$ cat src/rtl/dm_arb_pkg.sv
// Shared types and limits for the data-memory port arbiter.
// ADDRESS_SIZE / DATA_SIZE are normally provided by defines.vh; fallbacks keep standalone builds complete.
`ifndef ADDRESS_SIZE
`define ADDRESS_SIZE 32
`endif
`ifndef DATA_SIZE
`define DATA_SIZE 32
`endif

package dm_arb_pkg;

  localparam int DM_ARB_WAIT_MIN = 1;
  localparam int DM_ARB_WAIT_MAX = 15;
  localparam int DM_ARB_AW       = `ADDRESS_SIZE;
  localparam int DM_ARB_DW       = `DATA_SIZE;

  typedef enum logic [1:0] {
    ST_IDLE = 2'd0,
    ST_BUSY = 2'd1,
    ST_DONE = 2'd2
  } dm_arb_state_t;

  typedef enum logic {
    OWN_MEM = 1'b0,
    OWN_DBG = 1'b1
  } dm_arb_owner_t;

  // Transaction latched at grant time and held until DONE.
  typedef struct packed {
    dm_arb_owner_t          owner;
    logic                   we;
    logic [DM_ARB_AW-1:0]   addr;
    logic [DM_ARB_DW-1:0]   wdata;
  } dm_arb_xact_t;

endpackage

$ cat src/rtl/dm_arb_pick.sv
// Two-way request picker: round-robin when DM_ARB_RR_EN is defined, else fixed MEM-over-DBG priority.
// Purely combinational; a lone request always wins.
module dm_arb_pick
  import dm_arb_pkg::*;
(
  input  logic          req_mem,
  input  logic          req_dbg,
  input  dm_arb_owner_t last_grant,
  output logic          valid,
  output dm_arb_owner_t winner
);

  assign valid = req_mem | req_dbg;

`ifdef DM_ARB_RR_EN
  always_comb begin
    winner = OWN_MEM;
    if (req_mem && req_dbg) begin
      winner = (last_grant == OWN_MEM) ? OWN_DBG : OWN_MEM;
    end else if (req_dbg) begin
      winner = OWN_DBG;
    end
  end
`else
  logic unused_last_grant;
  assign unused_last_grant = last_grant;

  always_comb begin
    winner = OWN_MEM;
    if (!req_mem && req_dbg) begin
      winner = OWN_DBG;
    end
  end
`endif

endmodule

$ cat src/rtl/dm_port_arbiter.sv
// Sequences the single data-memory port between the MEM stage and a debug/loader requester.
// Fixed WAIT_CYCLES busy window per access; optional round-robin arbitration via DM_ARB_RR_EN.
module dm_port_arbiter
  import dm_arb_pkg::*;
#(
  parameter int WAIT_CYCLES = 2,
  parameter int CNT_W       = 4
) (
  input  logic                  clock,
  input  logic                  reset_n,

  input  logic                  mem_req,
  input  logic                  mem_we,
  input  logic [DM_ARB_AW-1:0]  mem_addr,
  input  logic [DM_ARB_DW-1:0]  mem_wdata,
  output logic [DM_ARB_DW-1:0]  mem_rdata,
  output logic                  mem_done,
  output logic                  mem_stall_c,

  input  logic                  dbg_req,
  input  logic                  dbg_we,
  input  logic [DM_ARB_AW-1:0]  dbg_addr,
  input  logic [DM_ARB_DW-1:0]  dbg_wdata,
  output logic [DM_ARB_DW-1:0]  dbg_rdata,
  output logic                  dbg_done,

  input  logic [DM_ARB_DW-1:0]  dm_read_data,
  output logic                  dm_write_enable,
  output logic [DM_ARB_AW-1:0]  dm_write_address,
  output logic [DM_ARB_DW-1:0]  dm_write_data,
  output logic [DM_ARB_AW-1:0]  dm_read_address
);

  localparam logic [CNT_W-1:0] CNT_LOAD = CNT_W'(WAIT_CYCLES - 1);
  localparam logic [CNT_W-1:0] CNT_ONE  = CNT_W'(1);
  localparam logic             SINGLE_WAIT = (WAIT_CYCLES == 1);

  dm_arb_state_t  state;
  logic [CNT_W-1:0] cnt;
  dm_arb_xact_t   xact;
  dm_arb_owner_t  last_grant;

  logic           pick_vld;
  dm_arb_owner_t  pick_win;
  logic           sel_we;
  logic [DM_ARB_AW-1:0] sel_addr;
  logic [DM_ARB_DW-1:0] sel_wdata;

  dm_arb_pick u_pick (
    .req_mem    (mem_req),
    .req_dbg    (dbg_req),
    .last_grant (last_grant),
    .valid      (pick_vld),
    .winner     (pick_win)
  );

  always_comb begin
    sel_we    = mem_we;
    sel_addr  = mem_addr;
    sel_wdata = mem_wdata;
    if (pick_win == OWN_DBG) begin
      sel_we    = dbg_we;
      sel_addr  = dbg_addr;
      sel_wdata = dbg_wdata;
    end
  end

`ifdef DM_ARB_RR_EN
  always_ff @(posedge clock or negedge reset_n) begin
    if (!reset_n) begin
      last_grant <= OWN_DBG;
    end else if (state == ST_IDLE && pick_vld) begin
      last_grant <= pick_win;
    end
  end
`else
  assign last_grant = OWN_DBG;
`endif

  // Stall drops only in the cycle the MEM access completes.
  assign mem_stall_c = mem_req & ~((state == ST_DONE) && (xact.owner == OWN_MEM));

  // The dm_* port is driven from registers set up one edge ahead, so the
  // single write strobe lands in the last BUSY cycle without a comb path.
  always_ff @(posedge clock or negedge reset_n) begin
    if (!reset_n) begin
      state            <= ST_IDLE;
      cnt              <= '0;
      xact             <= '0;
      mem_rdata        <= '0;
      dbg_rdata        <= '0;
      mem_done         <= 1'b0;
      dbg_done         <= 1'b0;
      dm_write_enable  <= 1'b0;
      dm_write_address <= '0;
      dm_write_data    <= '0;
      dm_read_address  <= '0;
    end else begin
      mem_done <= 1'b0;
      dbg_done <= 1'b0;
      case (state)
        ST_IDLE: begin
          if (pick_vld) begin
            state            <= ST_BUSY;
            cnt              <= CNT_LOAD;
            xact             <= '{owner: pick_win, we: sel_we, addr: sel_addr, wdata: sel_wdata};
            dm_read_address  <= sel_we ? '0 : sel_addr;
            dm_write_address <= sel_we ? sel_addr : '0;
            dm_write_data    <= sel_we ? sel_wdata : '0;
            dm_write_enable  <= sel_we & SINGLE_WAIT;
          end
        end
        ST_BUSY: begin
          if (cnt == '0) begin
            state            <= ST_DONE;
            dm_write_enable  <= 1'b0;
            dm_write_address <= '0;
            dm_write_data    <= '0;
            dm_read_address  <= '0;
            if (xact.owner == OWN_MEM) begin
              mem_done <= 1'b1;
              if (!xact.we) mem_rdata <= dm_read_data;
            end else begin
              dbg_done <= 1'b1;
              if (!xact.we) dbg_rdata <= dm_read_data;
            end
          end else begin
            cnt             <= cnt - CNT_ONE;
            dm_write_enable <= xact.we & (cnt == CNT_ONE);
          end
        end
        ST_DONE: begin
          state <= ST_IDLE;
        end
        default: begin
          state <= ST_IDLE;
        end
      endcase
    end
  end

endmodule
$ cat config.mk
export PLATFORM = sky130hd
export DESIGN_NAME = dm_port_arbiter
export DESIGN_NICKNAME = d
export VERILOG_FILES = /design/src/rtl/dm_arb_pkg.sv /design/src/rtl/dm_arb_pick.sv /design/src/rtl/dm_port_arbiter.sv
export SDC_FILE = /design/constraint.sdc
export NUM_CORES = 1
export LEC_CHECK = 0
export CORE_MARGIN = 3
export CORE_UTILIZATION = 35
export DETAILED_ROUTE_END_ITERATION = 8
export PLACE_DENSITY = 0.67
export SYNTH_ARGS = -nofsm -noshare
export SYNTH_HDL_FRONTEND = slang
export SYNTH_SLANG_ARGS = --single-unit
$ cat constraint.sdc
create_clock -name clock -period 2.14 [get_ports clock]
set_input_delay 0.321 -clock clock [delete_from_list [all_inputs] [get_ports clock]]
set_output_delay 0.321 -clock clock [all_outputs]
set_load 0.005 [all_outputs]
# Yosys cells after proc, flatten, opt, wreduce, memory -nomap -nowiden
# Cells that the tools add are included.
[totals] reg_bits=171 output_inout_bits=164 word_cells=67
[op_classes] n_addsub=1 eq_ne=6 n_mux=29 bitwise=6 n_reduce_logical=13
[op_table] operator="32-bit two-way mux" n=9
[op_table] operator="32-bit one-hot mux with 2 select lines" n=3
[op_table] operator="1-bit two-way mux" n=10
[op_table] operator="4-bit two-way mux" n=2
[op_table] operator="4-bit one-hot mux with 2 select lines" n=1
[op_table] operator="4-bit AND reduction" n=2
[op_table] operator="2-bit != test, second input constant" n=3
[op_table] operator="2-bit AND reduction" n=3
[op_table] operator="3-bit AND reduction" n=2
[op_table] operator="4-bit by 1-bit == test with 1-bit output, second input constant" n=1
[op_table] operator="4-bit zero test" n=1
[op_table] operator="2-bit two-way mux" n=2
[op_table] operator="2-bit one-hot mux with 2 select lines" n=1
[op_table] operator="4-bit by 1-bit subtractor with 4-bit output, second input constant" n=1
[op_table] operator="1-bit inverter" n=3
[op_table] operator="1-bit bitwise AND" n=2
[op_table] operator="2-bit by 1-bit == test with 1-bit output, second input constant" n=1
[op_table] operator="2-bit == test, second input constant" n=1
[op_table] operator="1-bit logical AND" n=2
[op_table] operator="2-bit zero test" n=1
[op_table] operator="1-bit one-hot mux with 2 select lines" n=1
[op_table] operator="2-bit nonzero test" n=1
[op_table] operator="1-bit zero test" n=1
[op_table] operator="1-bit OR" n=1

# Longest topological paths before layout
# Gate-level depths: netlist of the first run.
[depth] word_depth=7 mapped_depth=7 ltp_nobuf=5

# By module
# Synthesis of the first run repeated with hierarchy kept, for this count alone.
[unflattened] cells_unflattened=593 area_unflattened_um2=7538.5
[by_module_without_submodules] mod="dm_port_arbiter" instances=1 cells_each=591 area_per_inst_um2=7526.0 seq_area_each_um2=4279.1
[by_module_without_submodules] mod="dm_arb_pick" instances=1 cells_each=2 area_per_inst_um2=12.5 seq_area_each_um2=0.0

# Worst setup path before layout of the first run
# Ideal clock, no wire load.
[synth_timing] path_kind="register -> register" start="register cnt[0]" end="register dbg_rdata[16]" setup_ns=0.128 arrival_ns=1.697 setup_slack_ns=0.315 path_stages_with_launch=7 cell_sequence="dfrtp_1 inv_1 ha_1 nor2b_1 nand4b_2 buf_2 mux2_1"
[synth_via] elab_chain_len=2
[synth_lines] item="start, declared" line_no="dm_port_arbiter.sv:39" rtl="logic [CNT_W-1:0] cnt;"
[synth_lines] item="start signal, assigned" line_no="dm_port_arbiter.sv:128" rtl="cnt <= cnt - CNT_ONE;"
[synth_lines] item="4-bit zero test" line_no="dm_port_arbiter.sv:114" rtl="if (cnt == '0) begin"
[synth_lines] item="4-bit AND reduction (no source line)"
[synth_lines] item="end signal, assigned" line_no="dm_port_arbiter.sv:125" rtl="if (!xact.we) dbg_rdata <= dm_read_data;"
[synth_lines] item="end, declared" line_no="dm_port_arbiter.sv:24" rtl="output logic [DM_ARB_DW-1:0] dbg_rdata,"
# No other way between the ends.
# A chain may end at the register's enable or synchronous reset.

# Worst setup path after layout of the first run
[layout_timing] start="register state[1]" end="output mem_stall_c"
[layout_via] elab_chain_len=4
[layout_lines] item="start, declared" line_no="dm_port_arbiter.sv:38" rtl="dm_arb_state_t state;"
[layout_lines] item="start signal, assigned" line_no="dm_port_arbiter.sv:87" rtl="state <= ST_IDLE;"
[layout_lines] item="start signal, assigned" line_no="dm_port_arbiter.sv:104" rtl="state <= ST_BUSY;"
[layout_lines] item="start signal, assigned" line_no="dm_port_arbiter.sv:115" rtl="state <= ST_DONE;"
[layout_lines] item="2-bit == test" line_no="dm_port_arbiter.sv:81" rtl="assign mem_stall_c = mem_req & ~((state == ST_DONE) && (xact.owner == OWN_MEM));"
[layout_lines] item="1-bit logical AND" line_no="dm_port_arbiter.sv:81"
[layout_lines] item="1-bit inverter" line_no="dm_port_arbiter.sv:81"
[layout_lines] item="1-bit bitwise AND" line_no="dm_port_arbiter.sv:81"
[layout_lines] item="end, declared" line_no="dm_port_arbiter.sv:18" rtl="output logic mem_stall_c,"
# No other way between the ends.

==> impl_metrics.toml, run 1 <==
[outcome]
status = "finished, final reports clean"

[drt]
drt_iter0_drc = 215
drtAntennaViolNets = 0
wl_mm = 21.6
firstDrtPassIters = 4
post-route-drc-count = 0
viasPerCell = 4.96
routedWlPerCell_um = 19.7
via_count = 5431

[die]
rows = 52
fp.dieArea_um2 = 23200
core-area_um2 = 20600
die_w_um = 152
dieHeight_um = 152
initial_core_util_pct = 36.4
io_pins = 330

[timing]
clock_skew_ns = 0.0127
hold_violations = 0
setup_viol = 0
fin_hold_ws_ns = 0.395
period_share_pct = 92.9
maxSlewHeadroom_pct = 34.6
slew_viol_final = 0
rsz0062_at_grt = "false"
clock.fmax_ghz = 0.503
worst_pin_slew_ns = 0.977
period_minus_slack_ns = 1.99

[synthesis]
yosys_warnings = 0
yosysTopAreaCell = "dfrtp_1"
synth_edf_count = 0
ys.flop_type = "dfrtp_1"
synth.area.top_cells = "dfrtp_1 (57%), o2bb2ai_2 (12%), mux2_2 (8.7%)"
ys_ff_latch = 171
syn_area_per_cell_um2 = 15.5
syn_nets = 652
synth_compound_area_share_pct = 17.7
synth_xor_area_share_pct = 0
syn_area_um2 = 7500
ys_async_sr_fraction_pct = 100
synthTopCellsByCount = "dfrtp_1 (171), mux2i_1 (64), o2bb2ai_2 (60), mux2_2 (58), o2bb2ai_1 (36)"
synthSimpleGateAreaFrac_pct = 2.38
synth.distinct_cells = 40
synth.mux.area_fraction_pct = 18.3
synth_top_family_by_area = "multiplexers"
syn_inst = 483
synth_top_area_share_pct = 57.0
synth-seq-area-share_pct = 57.0
yosysMostFrequentCell = "dfrtp_1"
synth_fa_ha_area_share_pct = 0.500

[global_route]
grt_max_degree = 49
antenna_found_initial = 0
track_usage_pct = 18.5
overflow = 0
met3_usage_pct = 6.67
grtUsageMet2_pct = 31.6
grt_pass1_wl_mm = 34.5
grt_pass1_vias = 6060
grt_use_met1_pct = 22.1
top_usage_layer = "met2"

[place]
hpwl_mm = 16.0
post_dp_cell_area_um2 = 11100
numPortBuffers = 329
globalplace.congestion = 0.900
placed_cells = 1063

[final_layout]
antenna_cells = 0
stdcell_area_um2 = 11700
final.fill_count = 1697
areaGrowthSynthToFinish_pct = 56.2
drive_gt1_share_pct = 21.9
fin_util_pct = 56.8
final_cell_count_no_fill = 1096
fin_nets = 982

[critical_path]
crit_required_ns = 1.82
r2r_cells = 6
arrival_ns = 1.67
end_kind = "primary output"
critPathMaxFanout = 6
path_class = "flip-flop to primary output"
startpoint_type = "flip-flop"

[power]
ir_drop_uv = 930
p_per_area_nw_per_um2 = 1320
p_leak_nw = 4.87

[worst_hold_path]
worst_hold_path_type = "input port to async pin"

[clock_tree]
clockBufferDepth = 2
numClockSinks = 171
path_clk_slew_ns = 0.08
cts_tree = "built"
clk_latency_ns = 0.43
numCtsBuffers = 17
ctsHtreeMaxLevel = 4
root_buffer = "clkbuf_16"

[run]
maxCapViolations = 0
## layout make-up
class / count / area [um2] / area share, %
clock buffers: 17 / 425 / 3.63
clock inverters: 15 / 165 / 1.41
inverters: 4 / 15.0 / 0.128
multi-input cells: 270 / 2950 / 25.2
flip-flops and latches: 171 / 4280 / 36.5
well taps: 270 / 338 / 2.88
repair buffers: 349 / 3550 / 30.3
## where the power goes
part | switching [W] | internal [W] | leakage, nW
Sequential | 0.000906 | 0.00462 | 2.15
Clock | 0.00149 | 0.00157 | 0.287
Combinational | 0.00266 | 0.00418 | 2.43
## through the flow
| step | setup slack, ns | power [W] | TNS, ns |
|---|---|---|---|
| 6_report | 0.152 | 0.0154 | 0 |
| 5_1_grt | 0.0502 | 0.0163 | 0 |
| 4_1_cts | 0.0467 | 0.0157 | 0 |
| 3_5_place_dp | -0.0825 | 0.0125 | -1.23 |
| 3_3_place_gp | 0.00460 | 0.0123 | 0 |
| 2_1_floorplan | 0.315 | 0.00860 | 0 |
## final timing paths
kind                                  start             endpoint  slack [ns]
max                                state[1]          mem_stall_c        0.15
min                                 reset_n        mem_rdata[25]        0.39
max reg2reg                          cnt[0]        dbg_rdata[25]        0.17
min reg2reg                dm_write_data[0]     dm_write_data[0]        0.49
max in group asynchronous           reset_n  dm_read_address[15]        1.07
min in group clock         dm_write_data[0]     dm_write_data[0]        0.49
## critical path, cell delays in order, from the launching register on
cell and delay [ns]:
dfrtp_2 0.43, inv_1 0.05, o31a_1 0.28, clkdlybuf4s50_1 0.50
## routing by layer
metal | up-vias | wire [um]
met2 | 221 | 10800
met4 | 0 | 340
met3 | 23 | 1710
li1 | 2491 | -
met5 | - | 0
met1 | 2696 | 8720
## kinds of logic after synthesis
family,after synthesis
DFF,171
muxes,129
AOI/OAI and AO/OA,112
buffers and inverters,42
and+or+nand+nor,26
adders and majority gates,3
## registers in the layout, summed over array words and instances (netlist names)
register,flops
dbg_done,1
state,2
dm_write_enable,1
mem_done,1
xact,2
dm_read_address,32
dm_write_data,32
cnt,4
dm_write_address,32
mem_rdata,32
dbg_rdata,32
## layout by cell type, fill, tap and decap left out, types with 2 or more instances in the layout
cell / instances
nand2b_1: 2
nor2_1: 5
o2bb2ai_1: 36
buf_12: 8
o41ai_1: 2
nor3_1: 2
nor3b_1: 2
clkinv_8: 3
clkinv_4: 3
a21oi_1: 5
dfrtp_1: 170
ha_1: 3
mux2i_1: 64
o21ai_0: 2
clkbuf_16: 17
inv_6: 3
mux2_2: 58
o2bb2ai_2: 60
inv_1: 4
mux2_1: 7
clkdlybuf4s50_1: 328
buf_4: 11
inv_8: 5
## repair_timing
item,CTS,global route
gates resized for setup,0,2
setup endpoints to repair,0,36
hold endpoints to repair,43,0
setup buffers,0,0
hold buffers,1,0
(Power assumes the default switching activity.)
==> run 2: changes to the inputs <==
Settings changed: CELL_PAD_IN_SITES_DETAIL_PLACEMENT set to 0, CELL_PAD_IN_SITES_GLOBAL_PLACEMENT set to 1, CORE_UTILIZATION 35 to 33, PLACE_DENSITY 0.67 to 0.78.
==> run 2 against run 1 <==
Effect of this change: worst hold slack worse by 0.023 ns; maximum frequency up 0.51%; flip-flop and latch count unchanged; total power up 2.1%; clock power up 9.2%; critical path depth unchanged; clock skew about the same; clock-buffer cell count up 1; final area up 0.43%; routed wire length up 3.8%; cell count up 0.36%; critical path type unchanged.
==> impl_metrics.toml, run 2 (synthesis results as in run 1) <==
[outcome]
status = "finished, final reports clean"

[timing]
period_share_pct = 92.4
hold_violations = 0
fin_tns_setup_ns = 0
rsz0062_at_grt = "false"
slew_viol_final = 0
clock.fmax_ghz = 0.506
clock_skew_ns = 0.0128
period_minus_slack_ns = 1.98
setup_viol = 0
maxSlewHeadroom_pct = 73.1
worst_pin_slew_ns = 0.403

[final_layout]
fin_util_pct = 53.3
mostFrequentLayoutCell = "clkdlybuf4s50_1"
areaGrowthSynthToFinish_pct = 56.9
final_cell_mix = "clkdlybuf4s50_1 (328), dfrtp_1 (171), mux2i_1 (64), o2bb2ai_2 (60), mux2_2 (58)"
antenna_cells = 0
drive_gt1_share_pct = 21.0
fin_nets = 977

[critical_path]
path_cells = "inv_1 -> o31a_1 -> clkdlybuf4s50_1"
path_class = "flip-flop to primary output"
critPathMaxFanout = 6
startpoint_type = "flip-flop"
arrival_ns = 1.66
rrSetupSlack_ns = 0.26
critPathLaunch = "state[1]"
end_kind = "primary output"
regToRegEndpoint = "dbg_rdata[19]"
r2r_cells = 6
crit_required_ns = 1.82
crit_slowest_cell = "dfrtp_1"
timing.rr.start = "cnt[0]"
max_stage_delay_ns = 0.45

[place]
hpwl_mm = 16.4
globalplace.congestion = 0.851
numPortBuffers = 329

[global_route]
grt_pass1_vias = 6150
track_usage_pct = 18.0
antenna_found_initial = 0
grt_pass1_wl_mm = 34.5
grt_max_degree = 72
overflow = 0

[die]
dieHeight_um = 157
fp.dieArea_um2 = 24600
rows = 54
die_w_um = 157
initial_core_util_pct = 34.0
core-area_um2 = 22100
io_pins = 330

[power]
p_leak_nw = 4.88
p_comb_share_pct = 43.5
ir_drop_uv = 1010
swShare_pct = 31.5
seqPwrFrac_pct = 35.3
p_per_area_nw_per_um2 = 1340
intPower_w = 0.0108
clkPwrFrac_pct = 21.2
switchingPower_w = 0.00496

[clock_tree]
clk_latency_ns = 0.42
path_clk_slew_ns = 0.06
cts_resized = 0
postCtsSetupBuffers = 0
clockBufferDepth = 2
numCtsBuffers = 17
numClockSinks = 171
cts_tree = "built"
hold_buffers = 1
root_buffer = "clkbuf_16"
ctsHtreeMaxLevel = 4

[drt]
drt_iter0_drc = 180
wl_mm = 22.4
routedWlPerCell_um = 20.4
firstDrtPassIters = 4
viasPerCell = 4.92
drtAntennaViolNets = 0
via_count = 5407
post-route-drc-count = 0

[worst_hold_path]
worst_hold_path_type = "input port to async pin"

[run]
maxCapViolations = 0
-- run 2: cell type report --
cell class | instances | area, um2
clock inverter | 13 | 203
multi-input combinational | 270 | 2950
sequential | 171 | 4280
clock buffer | 18 | 429
inverter | 4 | 15.0
fill | 1887 | 10300
tap | 280 | 350
timing repair buffer | 344 | 3550
-- run 2: how the worst max path moves through the flow --
stage	end	depth (start not counted)
floorplan	dbg_rdata[16]	6
global placement	dm_read_address[15]	6
detailed placement	dm_read_address[14]	6
CTS	mem_stall_c	3
global route	mem_stall_c	3
finish	mem_stall_c	3
-- run 2: worst max-delay path: cells and delay by family (launching register included) --
family                 cells  cell delay (ns)
AO/OA/AOI/OAI              1             0.28
buffers and inverters      2             0.51
flip-flops                 1             0.45
-- run 2: per-layer routing --
| layer | GRT usage (%) | up-vias | share of wire [%] |
|---|---|---|---|
| li1 | - | 2474 | - |
| met1 | 19.9 | 2670 | 38 |
| met2 | 31.4 | 245 | 49 |
| met3 | 8.52 | 18 | 12 |
| met4 | 4.29 | 0 | 1.2 |
| met5 | 0 | - | 0 |
-- run 2: power by group through the flow --
stage / combinational [W] / sequential [W] / clock (W)
after CTS: 0.00698 / 0.00558 / 0.00344
final: 0.00686 / 0.00556 / 0.00334
after detailed placement: 0.00695 / 0.00558 / 0
after global routing: 0.00740 / 0.00574 / 0.00358
after floorplan: 0.00305 / 0.00555 / 0
after global placement: 0.00681 / 0.00554 / 0
-- run 2: per-stage QoR --
step           instances  setup WS [ns]  total power (W)  hold WS [ns]  cell area [um2]
2_1_floorplan        483          0.315          0.00860        0.0254             7500
3_3_place_gp        1068         0.0833           0.0124         0.246            11100
3_5_place_dp        1068         0.0445           0.0125         0.250            11100
4_1_cts             1100          0.128           0.0160         0.372            11800
5_1_grt             1100         0.0487           0.0167         0.388            11800
6_report            1100          0.162           0.0158         0.372            11800
==> run 3: changes to the inputs <==
Settings changed: CTS_BUF_LIST set to sky130_fd_sc_hd__clkbuf_4 sky130_fd_sc_hd__clkbuf_8 sky130_fd_sc_hd__clkbuf_16, TNS_END_PERCENT set to 50.
==> run 3 against run 2 <==
Effect of this change: final area about the same; die area unchanged; total power about the same; sequential share of layout area about the same; non-clock buffer count unchanged; clock power about the same; first-iteration DRC count unchanged; utilization about the same; critical path type unchanged; highest routed layer unchanged.
==> impl_metrics.toml, run 3 (synthesis results as in run 1) <==
[outcome]
status = "finished, final reports clean"

[critical_path]
crit_required_ns = 1.82
rrSetupSlack_ns = 0.26
regToRegEndpoint = "dbg_rdata[19]"
path_class = "flip-flop to primary output"
r2r_cells = 6
arrival_ns = 1.66
end_kind = "primary output"
critPathMaxFanout = 6
startpoint_type = "flip-flop"
timing.rr.start = "cnt[0]"

[timing]
worst_pin_slew_ns = 0.403
period_share_pct = 92.4
hold_violations = 0
maxSlewHeadroom_pct = 73.1
setup_viol = 0
rsz0062_at_grt = "false"
period_minus_slack_ns = 1.98
slew_viol_final = 0
setup_ws_ns = 0.162
clock_skew_ns = 0.0128
fin_tns_setup_ns = 0
clock.fmax_ghz = 0.506

[final_layout]
final_cell_count_no_fill = 1100
fin_nets = 977
antenna_cells = 0
final_cell_mix = "clkdlybuf4s50_1 (328), dfrtp_1 (171), mux2i_1 (64), o2bb2ai_2 (60), mux2_2 (58)"
drive_gt1_share_pct = 21.1
stdcell_area_um2 = 11800
mostFrequentLayoutCell = "clkdlybuf4s50_1"
areaGrowthSynthToFinish_pct = 56.9
fin_util_pct = 53.3

[die]
dieHeight_um = 157
io_pins = 330
initial_core_util_pct = 34.0
rows = 54
die_w_um = 157
fp.dieArea_um2 = 24600
core-area_um2 = 22100

[global_route]
grt_pass1_vias = 6150
grt_pass1_wl_mm = 34.5
grt_max_degree = 72
overflow = 0
antenna_found_initial = 0
track_usage_pct = 18.0

[place]
preCtsSetupSlack_ns = 0.0445
globalplace.congestion = 0.851
placed_cells = 1068
post_dp_cell_area_um2 = 11100
numPortBuffers = 329
hpwl_mm = 16.4

[drt]
firstDrtPassIters = 4
via_count = 5407
viasPerCell = 4.92
drt_iter0_drc = 180
wl_mm = 22.4
post-route-drc-count = 0
routedWlPerCell_um = 20.4
drtAntennaViolNets = 0

[clock_tree]
cts_tree = "built"
ctsHtreeMaxLevel = 4
numClockSinks = 171
clk_latency_ns = 0.42
clockBufferDepth = 2
numCtsBuffers = 17
postCtsSetupBuffers = 0
root_buffer = "clkbuf_16"
path_clk_slew_ns = 0.06

[run]
maxCapViolations = 0

[power]
p_leak_nw = 4.88
ir_drop_uv = 1010
p_per_area_nw_per_um2 = 1340

[worst_hold_path]
worst_hold_path_type = "input port to async pin"
-- run 3: power by group --
group / internal, W / leakage, nW / switching (W)
clock: 0.00200 / 0.310 / 0.00135
combinational: 0.00418 / 2.43 / 0.00267
sequential: 0.00463 / 2.15 / 0.000935
total: 0.0108 / 4.88 / 0.00496
-- run 3: final cells by class --
type	count	area (um2)
clock buffer	18	433
multi-input combinational	270	2950
fill	1886	10300
clock inverter	13	203
inverter	4	15.0
timing repair buffer	344	3550
sequential	171	4280
tap	280	350
-- run 3: worst max path at each step --
stage                     startpoint                  end  slack [ns]
after floorplan               cnt[0]        dbg_rdata[16]        0.32
after global placement       mem_req  dm_read_address[15]        0.08
after detailed placement     mem_req  dm_read_address[14]        0.04
after CTS                   state[1]          mem_stall_c        0.13
after global routing        state[1]          mem_stall_c        0.05
final                       state[1]          mem_stall_c        0.16
-- run 3: what timing repair did --
action,CTS,global route
gates resized for setup,0,0
hold endpoints to repair,34,0
hold buffers,1,0
-- run 3: per-layer routing --
layer,global-route usage [%],routed length (um),vias to the layer above
met5,0,0,-
met4,4.29,269,0
met3,8.52,2590,18
met2,31.4,11000,245
met1,19.9,8580,2670
li1,-,-,2474
-- run 3: worst max-delay path: stages, from the launching register on --
cell	delay (ns)
dfrtp_1	0.45
inv_1	0.06
o31a_1	0.28
clkdlybuf4s50_1	0.45
-- run 3: through the flow --
stage          power, W  hold slack (ns)
2_1_floorplan   0.00860           0.0254
3_3_place_gp     0.0124            0.246
3_5_place_dp     0.0125            0.250
4_1_cts          0.0160            0.372
5_1_grt          0.0167            0.388
6_report         0.0158            0.372
